<file path="config.mk">
export PLATFORM = sky130hd
export DESIGN_NAME = div_by_n_sched
export DESIGN_NICKNAME = d
export VERILOG_FILES = /design/src/rtl/div_by_n_sched.sv
export SDC_FILE = /design/constraint.sdc
export NUM_CORES = 1
export LEC_CHECK = 0
export ABC_AREA = 1
export BUFFER_PORTS_ARGS = -buffer_cell sky130_fd_sc_hd__buf_2
export CAP_MARGIN = 10
export CORE_ASPECT_RATIO = 1.2
export CORE_UTILIZATION = 40
export CTS_BUF_LIST = sky130_fd_sc_hd__clkbuf_2 sky130_fd_sc_hd__clkbuf_4 sky130_fd_sc_hd__clkbuf_8
export CTS_CLUSTER_DIAMETER = 100
export DETAILED_ROUTE_END_ITERATION = 12
export SLEW_MARGIN = 20
export SYNTH_ARGS = -nofsm -noshare
export SYNTH_HDL_FRONTEND = slang
export SYNTH_SLANG_ARGS = --single-unit
</file>
<file path="constraint.sdc">
create_clock -name clk -period 4.23 [get_ports clk]
set_input_delay 0.846 -clock clk [delete_from_list [all_inputs] [get_ports clk]]
set_output_delay 0.846 -clock clk [all_outputs]
set_load 0.01 [all_outputs]
</file>
<file path="src/rtl/div_by_n_sched.sv">
// Round-robin front end for one shared serial residue engine.
// It accepts one word, shifts it through the engine MSB-first, then holds the result until it is taken.
module div_by_n_sched #(
    parameter int NUM_REQ = 4,
    parameter int WIDTH   = 8,
    parameter int DIVISOR = 3,
    localparam int IW = (NUM_REQ > 1) ? $clog2(NUM_REQ) : 1,
    localparam int RW = $clog2(DIVISOR)
) (
    input  logic                     clk,
    input  logic                     reset_n,
    input  logic [NUM_REQ-1:0]       req_valid_i,
    input  logic [NUM_REQ*WIDTH-1:0] req_data_i,
    output logic [NUM_REQ-1:0]       req_ready_o,
    output logic                     rsp_valid_o,
    input  logic                     rsp_ready_i,
    output logic [IW-1:0]            rsp_id_o,
    output logic [RW-1:0]            rsp_rem_o,
    output logic                     rsp_div_o,
    output logic                     busy_o
);

    // state    | meaning
    // ST_IDLE  | arbitrating; ready is offered to the round-robin winner
    // ST_SHIFT | feeding the captured word into the residue engine, one bit per cycle
    // ST_RESP  | result held on the response port until the handshake
    localparam logic [1:0] ST_IDLE  = 2'd0;
    localparam logic [1:0] ST_SHIFT = 2'd1;
    localparam logic [1:0] ST_RESP  = 2'd2;

    localparam int CW = (WIDTH > 1) ? $clog2(WIDTH) : 1;
    localparam logic [RW:0] DIV_C = (RW+1)'(DIVISOR);

    logic [1:0]           state;
    logic [IW-1:0]        ptr;
    logic [IW-1:0]        id;
    logic [WIDTH-1:0]     sreg;
    logic [CW-1:0]        cnt;
    logic [RW-1:0]        rem;

    logic [2*NUM_REQ-1:0] rot;
    logic                 gnt_found;
    logic [IW-1:0]        gnt_idx;
    logic [IW-1:0]        ptr_nxt;
    logic [WIDTH-1:0]     gnt_data;
    int                   sum;
    logic [RW:0]          t;
    logic [RW-1:0]        rem_nxt;

    // Rotating the doubled valid vector puts the pointer position at bit 0,
    // so the first set bit is the round-robin winner.
    always_comb begin
        rot       = {req_valid_i, req_valid_i} >> ptr;
        gnt_found = 1'b0;
        gnt_idx   = '0;
        sum       = 0;
        for (int i = 0; i < NUM_REQ; i++) begin
            if (!gnt_found && rot[i]) begin
                gnt_found = 1'b1;
                sum       = int'(ptr) + i;
                if (sum >= NUM_REQ) begin
                    sum = sum - NUM_REQ;
                end
                gnt_idx = IW'(sum);
            end
        end
    end

    always_comb begin
        ptr_nxt  = (gnt_idx == IW'(NUM_REQ - 1)) ? '0 : gnt_idx + IW'(1);
        gnt_data = req_data_i[int'(gnt_idx)*WIDTH +: WIDTH];
    end

    // rem < DIVISOR, so 2*rem+bit < 2*DIVISOR and one conditional subtract reduces it.
    always_comb begin
        t       = {rem, sreg[WIDTH-1]};
        rem_nxt = (t >= DIV_C) ? RW'(t - DIV_C) : RW'(t);
    end

    always_ff @(posedge clk) begin
        if (!reset_n) begin
            state <= ST_IDLE;
            ptr   <= '0;
            id    <= '0;
            sreg  <= '0;
            cnt   <= '0;
            rem   <= '0;
        end else begin
            case (state)
                ST_IDLE: begin
                    if (gnt_found) begin
                        sreg  <= gnt_data;
                        id    <= gnt_idx;
                        rem   <= '0;
                        cnt   <= CW'(WIDTH - 1);
                        ptr   <= ptr_nxt;
                        state <= ST_SHIFT;
                    end
                end
                ST_SHIFT: begin
                    rem  <= rem_nxt;
                    sreg <= sreg << 1;
                    cnt  <= cnt - CW'(1);
                    if (cnt == '0) begin
                        state <= ST_RESP;
                    end
                end
                ST_RESP: begin
                    if (rsp_ready_i) begin
                        state <= ST_IDLE;
                    end
                end
                default: state <= ST_IDLE;
            endcase
        end
    end

    // Ready is suppressed while reset is asserted so nothing looks accepted on a reset edge.
    always_comb begin
        req_ready_o = '0;
        if (reset_n && state == ST_IDLE && gnt_found) begin
            req_ready_o = NUM_REQ'(1) << gnt_idx;
        end
    end

    assign rsp_valid_o = (state == ST_RESP);
    assign rsp_id_o    = id;
    assign rsp_rem_o   = rem;
    assign rsp_div_o   = (state == ST_RESP) && (rem == '0);
    assign busy_o      = (state != ST_IDLE);

endmodule

</file>
Word level (Yosys, flattened, before mapping):

Index checks and enable logic that the tools add are counted.

* bits in registers: 19
* input port bits: 39
* output and inout bits: 11
* word-level logic and storage cells: 72

* $add $sub $neg: 10
* magnitude comparators: 5
* equal/unequal tests: 6
* shift operators: 3
* muxes and demuxes: 25
* reduce and logical (&&, ||, !) cells: 17

Operators by type and width (number)
* variable part select 32 x 6 -> 8 bit: 1
* two-way mux 2 bit: 14
* case mux 8 bit (2 select lines): 1
* greater-or-equal comparator 3 bit (second input constant): 3
* two-way mux 8 bit: 1
* >> shifter 8 x 2 -> 4 bit: 1
* subtractor 2 x 1 -> 2 bit (second input constant): 4
* adder 2 x 2 -> 3 bit (second input constant): 2
* logical AND 1 bit: 6
* case mux 2 bit (3 select lines): 1
* case mux 3 bit (2 select lines): 1
* == test 2 bit (second input constant): 2
* zero test 2 bit: 2
* two-way mux 1 bit: 4
* two-way mux 4 bit: 1
* inequality test 2 bit (second input constant): 2
* case mux 2 bit (2 select lines): 1
* AND reduction 2 bit: 2
* nonzero test 2 bit: 2
* << shifter 1 x 2 -> 4 bit (first input constant): 1
* adder 2 x 1 -> 3 bit (second input constant): 1
* greater-or-equal comparator 2 x 3 -> 1 bit (second input constant): 1
* greater-or-equal comparator 3 x 2 -> 1 bit (second input constant): 1
* zero test 1 bit: 3
* other kinds (8): 8

Logic depth before layout (Yosys ltp):

* word-level depth: 14
* gate-level depth with buffers: 15
* gate-level depth less buffers: 15

Least setup slack after synthesis:

OpenSTA, ideal clock, no wires.

* kind: input -> output
* from: in req_valid_i[2]
* to: out req_ready_o[2]
* arrival: 2.043 ns
* required time: 3.384 ns
* path slack: 1.341 ns
* stages on the path: 12
* buffers on the path: 0
* path through: inv_1 > nand2_1 > nand3_2 > nand2_4 > nor2_8 > nand2_1 > nand3_1 > nand2_2 > inv_1 > ha_1 > inv_1 > nor2_1

* word-level cells in the longest chain between the ends: 13
* elaborated cells between the ends (all ways): 18
* those cells by class: 2 x shift; 9 x mux; 7 x reduce/logical

RTL lines
* from (decl): line 12 `input logic [NUM_REQ-1:0] req_valid_i,`
* >> shifter 8 x 2 -> 4 bit *: line 53 `rot = {req_valid_i, req_valid_i} >> ptr;`
* two-way mux 1 bit: line 58 `if (!gnt_found && rot[i]) begin`
* zero test 1 bit: line 58
* logical AND 1 bit: line 58
* two-way mux 1 bit: line 58
* zero test 1 bit: line 58
* logical AND 1 bit: line 58
* two-way mux 1 bit: line 58
* zero test 1 bit: line 58
* logical AND 1 bit: line 58
* two-way mux 2 bit *: line 58
* net gnt_idx[1]: line 43 `logic [IW-1:0] gnt_idx;`
* << shifter 1 x 2 -> 4 bit *: line 122 `req_ready_o = NUM_REQ'(1) << gnt_idx;`
* two-way mux 4 bit *: line 121 `if (reset_n && state == ST_IDLE && gnt_found) begin`
* to (decl): line 14 `output logic [NUM_REQ-1:0] req_ready_o,`

Mark *: on every way through the listed nets, which the timed path passes. The rest lies on a longest branch.

Worst setup path after layout:

* from: reg ptr[0]
* to: out req_ready_o[3]

* word-level cells in the longest chain between the ends: 13
* elaborated cells between the ends (all ways): 33
* those cells by class: 7 x add/sub; 4 x order compare; 2 x shift; 13 x mux; 7 x reduce/logical

RTL lines
* from (decl): line 35 `logic [IW-1:0] ptr;`
* from (signal assigned): line 96 `ptr <= ptr_nxt;`
* branches (longest 10 deep; another with adder 2 x 1 -> 3 bit)
* two-way mux 2 bit *: line 58
* net gnt_idx[0]: line 43
* << shifter 1 x 2 -> 4 bit *: line 122
* two-way mux 4 bit *: line 121

Mark *: on every way through the listed nets, which the timed path passes.

==> flow_metrics.py <==
metrics = {
    "critical_path": {
        "crit_family": "simple AND/OR/NAND/NOR gates",
        "cp-endpoint": "req_ready_o[3]",
        "rrSetupSlack_ns": 1.42,
        "startpoint": "ptr[0]",
        "critPathMaxStageDelay_ns": 0.62,
        "ff2ff_path_depth": 11,
        "cp.depth": 12,
        "crit_path_top_delay_cell": "dfxtp_1",
        "path_cells": "inv_2 > nand2_1 > nand3_2 > nand2_4 > a21oi_1 > nand2_1 > nand3_4 > inv_1 > ha_1 > inv_1 > nor2_1 > buf_2",
        "required_ns": 3.38,
        "crit_fanout": 20,
        "end_kind": "primary output",
        "critPathKind": "flop to primary output",
        "r2r_end": "ptr[1]",
        "cp.arrival_ns": 2.89,
        "crit-reg2reg-launch": "ptr[0]",
        "cp_num_buf_inv": 4,
        "critPathLaunchType": "flop",
    },
    "route": {
        "vias": 1699,
        "drt_iter0_markers": 81,
        "wl_um": 3920,
        "via_per_inst": 4.77,
        "wl_per_cell_um": 11.0,
        "drtPass1Iterations": 4,
        "drc": 0,
        "ant_nets": 0,
    },
    "pwr": {
        "p_per_area_mw_per_mm2": 775,
        "netSwitchingFraction": 0.553,
        "vdd_ir_drop_max_v": 0.000286,
        "clkPwrFrac": 0.089,
        "p_switching_mw": 0.830,
        "p_seq_frac": 0.200,
        "p_comb_frac": 0.711,
        "p_int_mw": 0.672,
        "leakage_nw": 1.04,
    },
    "job": {
        "drv_cap": 0,
    },
    "sta": {
        "setup_violations": 0,
        "fmax_mhz": 268,
        "timing.final.crit_share": 0.883,
        "fin_setup_tns_ns": 0,
        "worst_pin_slew_ns": 0.570,
        "rsz0062_at_grt": "false",
        "maxSlewViolCount": 0,
        "slew_headroom": 0.619,
        "finalHoldViolCount": 0,
        "fin_skew_ns": 0.000958,
        "min_period_ns": 3.73,
    },
    "yosys": {
        "ys_async_sr_fraction": 0,
        "synth_top_cells_by_count": "nand2_1 (76), inv_1 (38), nand3_1 (28)",
        "synthXorXnorAreaFrac": 0.00535,
        "synthCells": 256,
        "ys_seq_area_frac": 0.232,
        "ys.warnings.count": 0,
        "syn_nets": 302,
        "synth_top_family_by_area": "simple AND/OR/NAND/NOR gates",
        "synth_fa_ha_area_frac": 0.0535,
        "ys_dominant_reg_cell": "dfxtp_1",
        "yosysUniqueCellTypes": 30,
        "synth_top_area_share": 0.232,
        "synth-simple-area-share": 0.479,
        "synthTopCellsByArea": "dfxtp_1 (23%), nand2_1 (17%), inv_1 (8.7%)",
        "synth_most_common_cell": "nand2_1",
        "synthMuxAreaShare": 0,
        "yosys.area.top_type": "dfxtp_1",
        "synth-seq-cells": 19,
        "synth_compound_area_frac": 0.0979,
        "syn_area_mm2": 0.00164,
        "avgSynthCellArea_um2": 6.39,
        "synth_edf_count": 0,
    },
    "status": {
        "outcome": "complete, no violations",
    },
    "placement": {
        "post-dp-hpwl_um": 3020,
        "io_buffer_count": 49,
        "gp_congestion": 0.803,
        "dpl.cell_count": 352,
    },
    "clock_network": {
        "clk_pin_slew_ns": 0.07,
        "clock_latency_ns": 0.25,
        "cts_resized": 0,
        "cts_tree": "built",
        "cts-root-buf": "clkbuf_8",
        "clock_sinks": 19,
        "h-tree-depth": 1,
        "cts_buffers": 3,
        "clk_path_buf_depth": 2,
        "hold_buffers": 0,
        "cts_setup_buffers": 0,
    },
    "final_layout": {
        "layout-drive-gt1-share": 0.265,
        "multiInputGateArea_mm2": 0.00104,
        "nFillCells": 444,
        "regArea_um2": 380,
        "areaGrowthSynthToFinish_pct": 18.3,
        "num_antenna_cells": 0,
        "nets": 349,
        "fin_cells": 356,
    },
    "die": {
        "start_util": 0.415,
        "die_area_mm2": 0.00435,
        "die-width_um": 60.4,
        "num_io_pins": 50,
        "core_area_mm2": 0.00394,
        "fp-row-count": 25,
        "fp.dieH_um": 72.1,
    },
    "global_route": {
        "grt_start_max_net_pins": 21,
        "grt-ovfl-total": 0,
        "first_global_vias": 1559,
        "antenna_found_initial": 0,
        "track_usage": 0.189,
        "grt_pass1_wl_um": 6490,
    },
    "hold_path": {
        "min_path_type": "flop to flop",
    },
}
## worst min path at each step
| stage | start | to | slack, ns | depth (start not counted) |
|---|---|---|---|---|
| floorplan | sreg[0] | sreg[0] | 0.45 | 2 |
| global placement | sreg[0] | sreg[0] | 0.47 | 2 |
| detailed placement | sreg[0] | sreg[0] | 0.47 | 2 |
| CTS | sreg[0] | sreg[0] | 0.48 | 2 |
| global route | sreg[0] | sreg[0] | 0.51 | 2 |
| finish | sreg[0] | sreg[0] | 0.47 | 2 |
## state kept, by name, summed over array words and instances (netlist names)
name and count:
sreg 8, rsp_rem_o 2, cnt 3, rsp_id_o 2
ptr 2, state 2
## layout make-up
class	instances	area share
clock buffer	4	0.0252
tap	54	0.0349
timing repair buffer	49	0.127
sequential	19	0.196
inverter	41	0.0801
multi-input combinational	189	0.537
## kinds of logic after synthesis
kind of cell / count (synthesis)
buffers and inverters: 48
adder cells (fa/ha/maj): 7
XOR/XNOR: 1
AND/OR/NAND/NOR: 154
flip-flops: 19
AO/OA/AOI/OAI: 27
## layer usage
layer / global-route usage / vias up / share of wire
li1: - / 926 / -
met1: 0.239 / 723 / 0.47
met2: 0.330 / 48 / 0.48
met3: 0.0392 / 2 / 0.045
met4: 0.0310 / 0 / 0.0054
met5: 0 / - / 0
## metrics by stage
stage | area, um2 | hold slack (ns) | utilization | setup WS, ns | power [mW]
global route | 1940 | 0.507 | 0.491 | 0.238 | 1.67
floorplan | 1640 | 0.447 | - | 1.34 | 1.19
CTS | 1940 | 0.480 | 0.491 | 0.498 | 1.51
finish | 1940 | 0.474 | 0.491 | 0.495 | 1.50
global placement | 1890 | 0.468 | 0.479 | 0.701 | 1.37
detailed placement | 1890 | 0.469 | 0.479 | 0.660 | 1.37
## cells in the final DEF (no fill, tap or decap), types with 3 or more instances in the layout
cell type and n:
nand2_1 76, dfxtp_1 19, buf_2 49, o21ai_0 6, o21ai_1 3, o22ai_1 3, clkbuf_8 3, nor2_1 11
o211ai_1 4, a21oi_1 9, ha_1 7, nand2_2 14, nand3_1 28, nand4_1 15, inv_1 38
## worst min-delay path: cells and delay by family (launching register included)
family | cells | cell delay (ns)
flops | 1 | 0.31
simple gates | 2 | 0.12
## power groups by stage
stage                     clock, mW  sequential (mW)  combinational [mW]
after global routing          0.145            0.309                1.22
after CTS                     0.138            0.301                1.07
after global placement            0            0.306                1.06
after detailed placement          0            0.304                1.07
after floorplan                   0            0.280               0.905
final                         0.134            0.301                1.07
No activity file was read; power rests on OpenSTA's default activity.
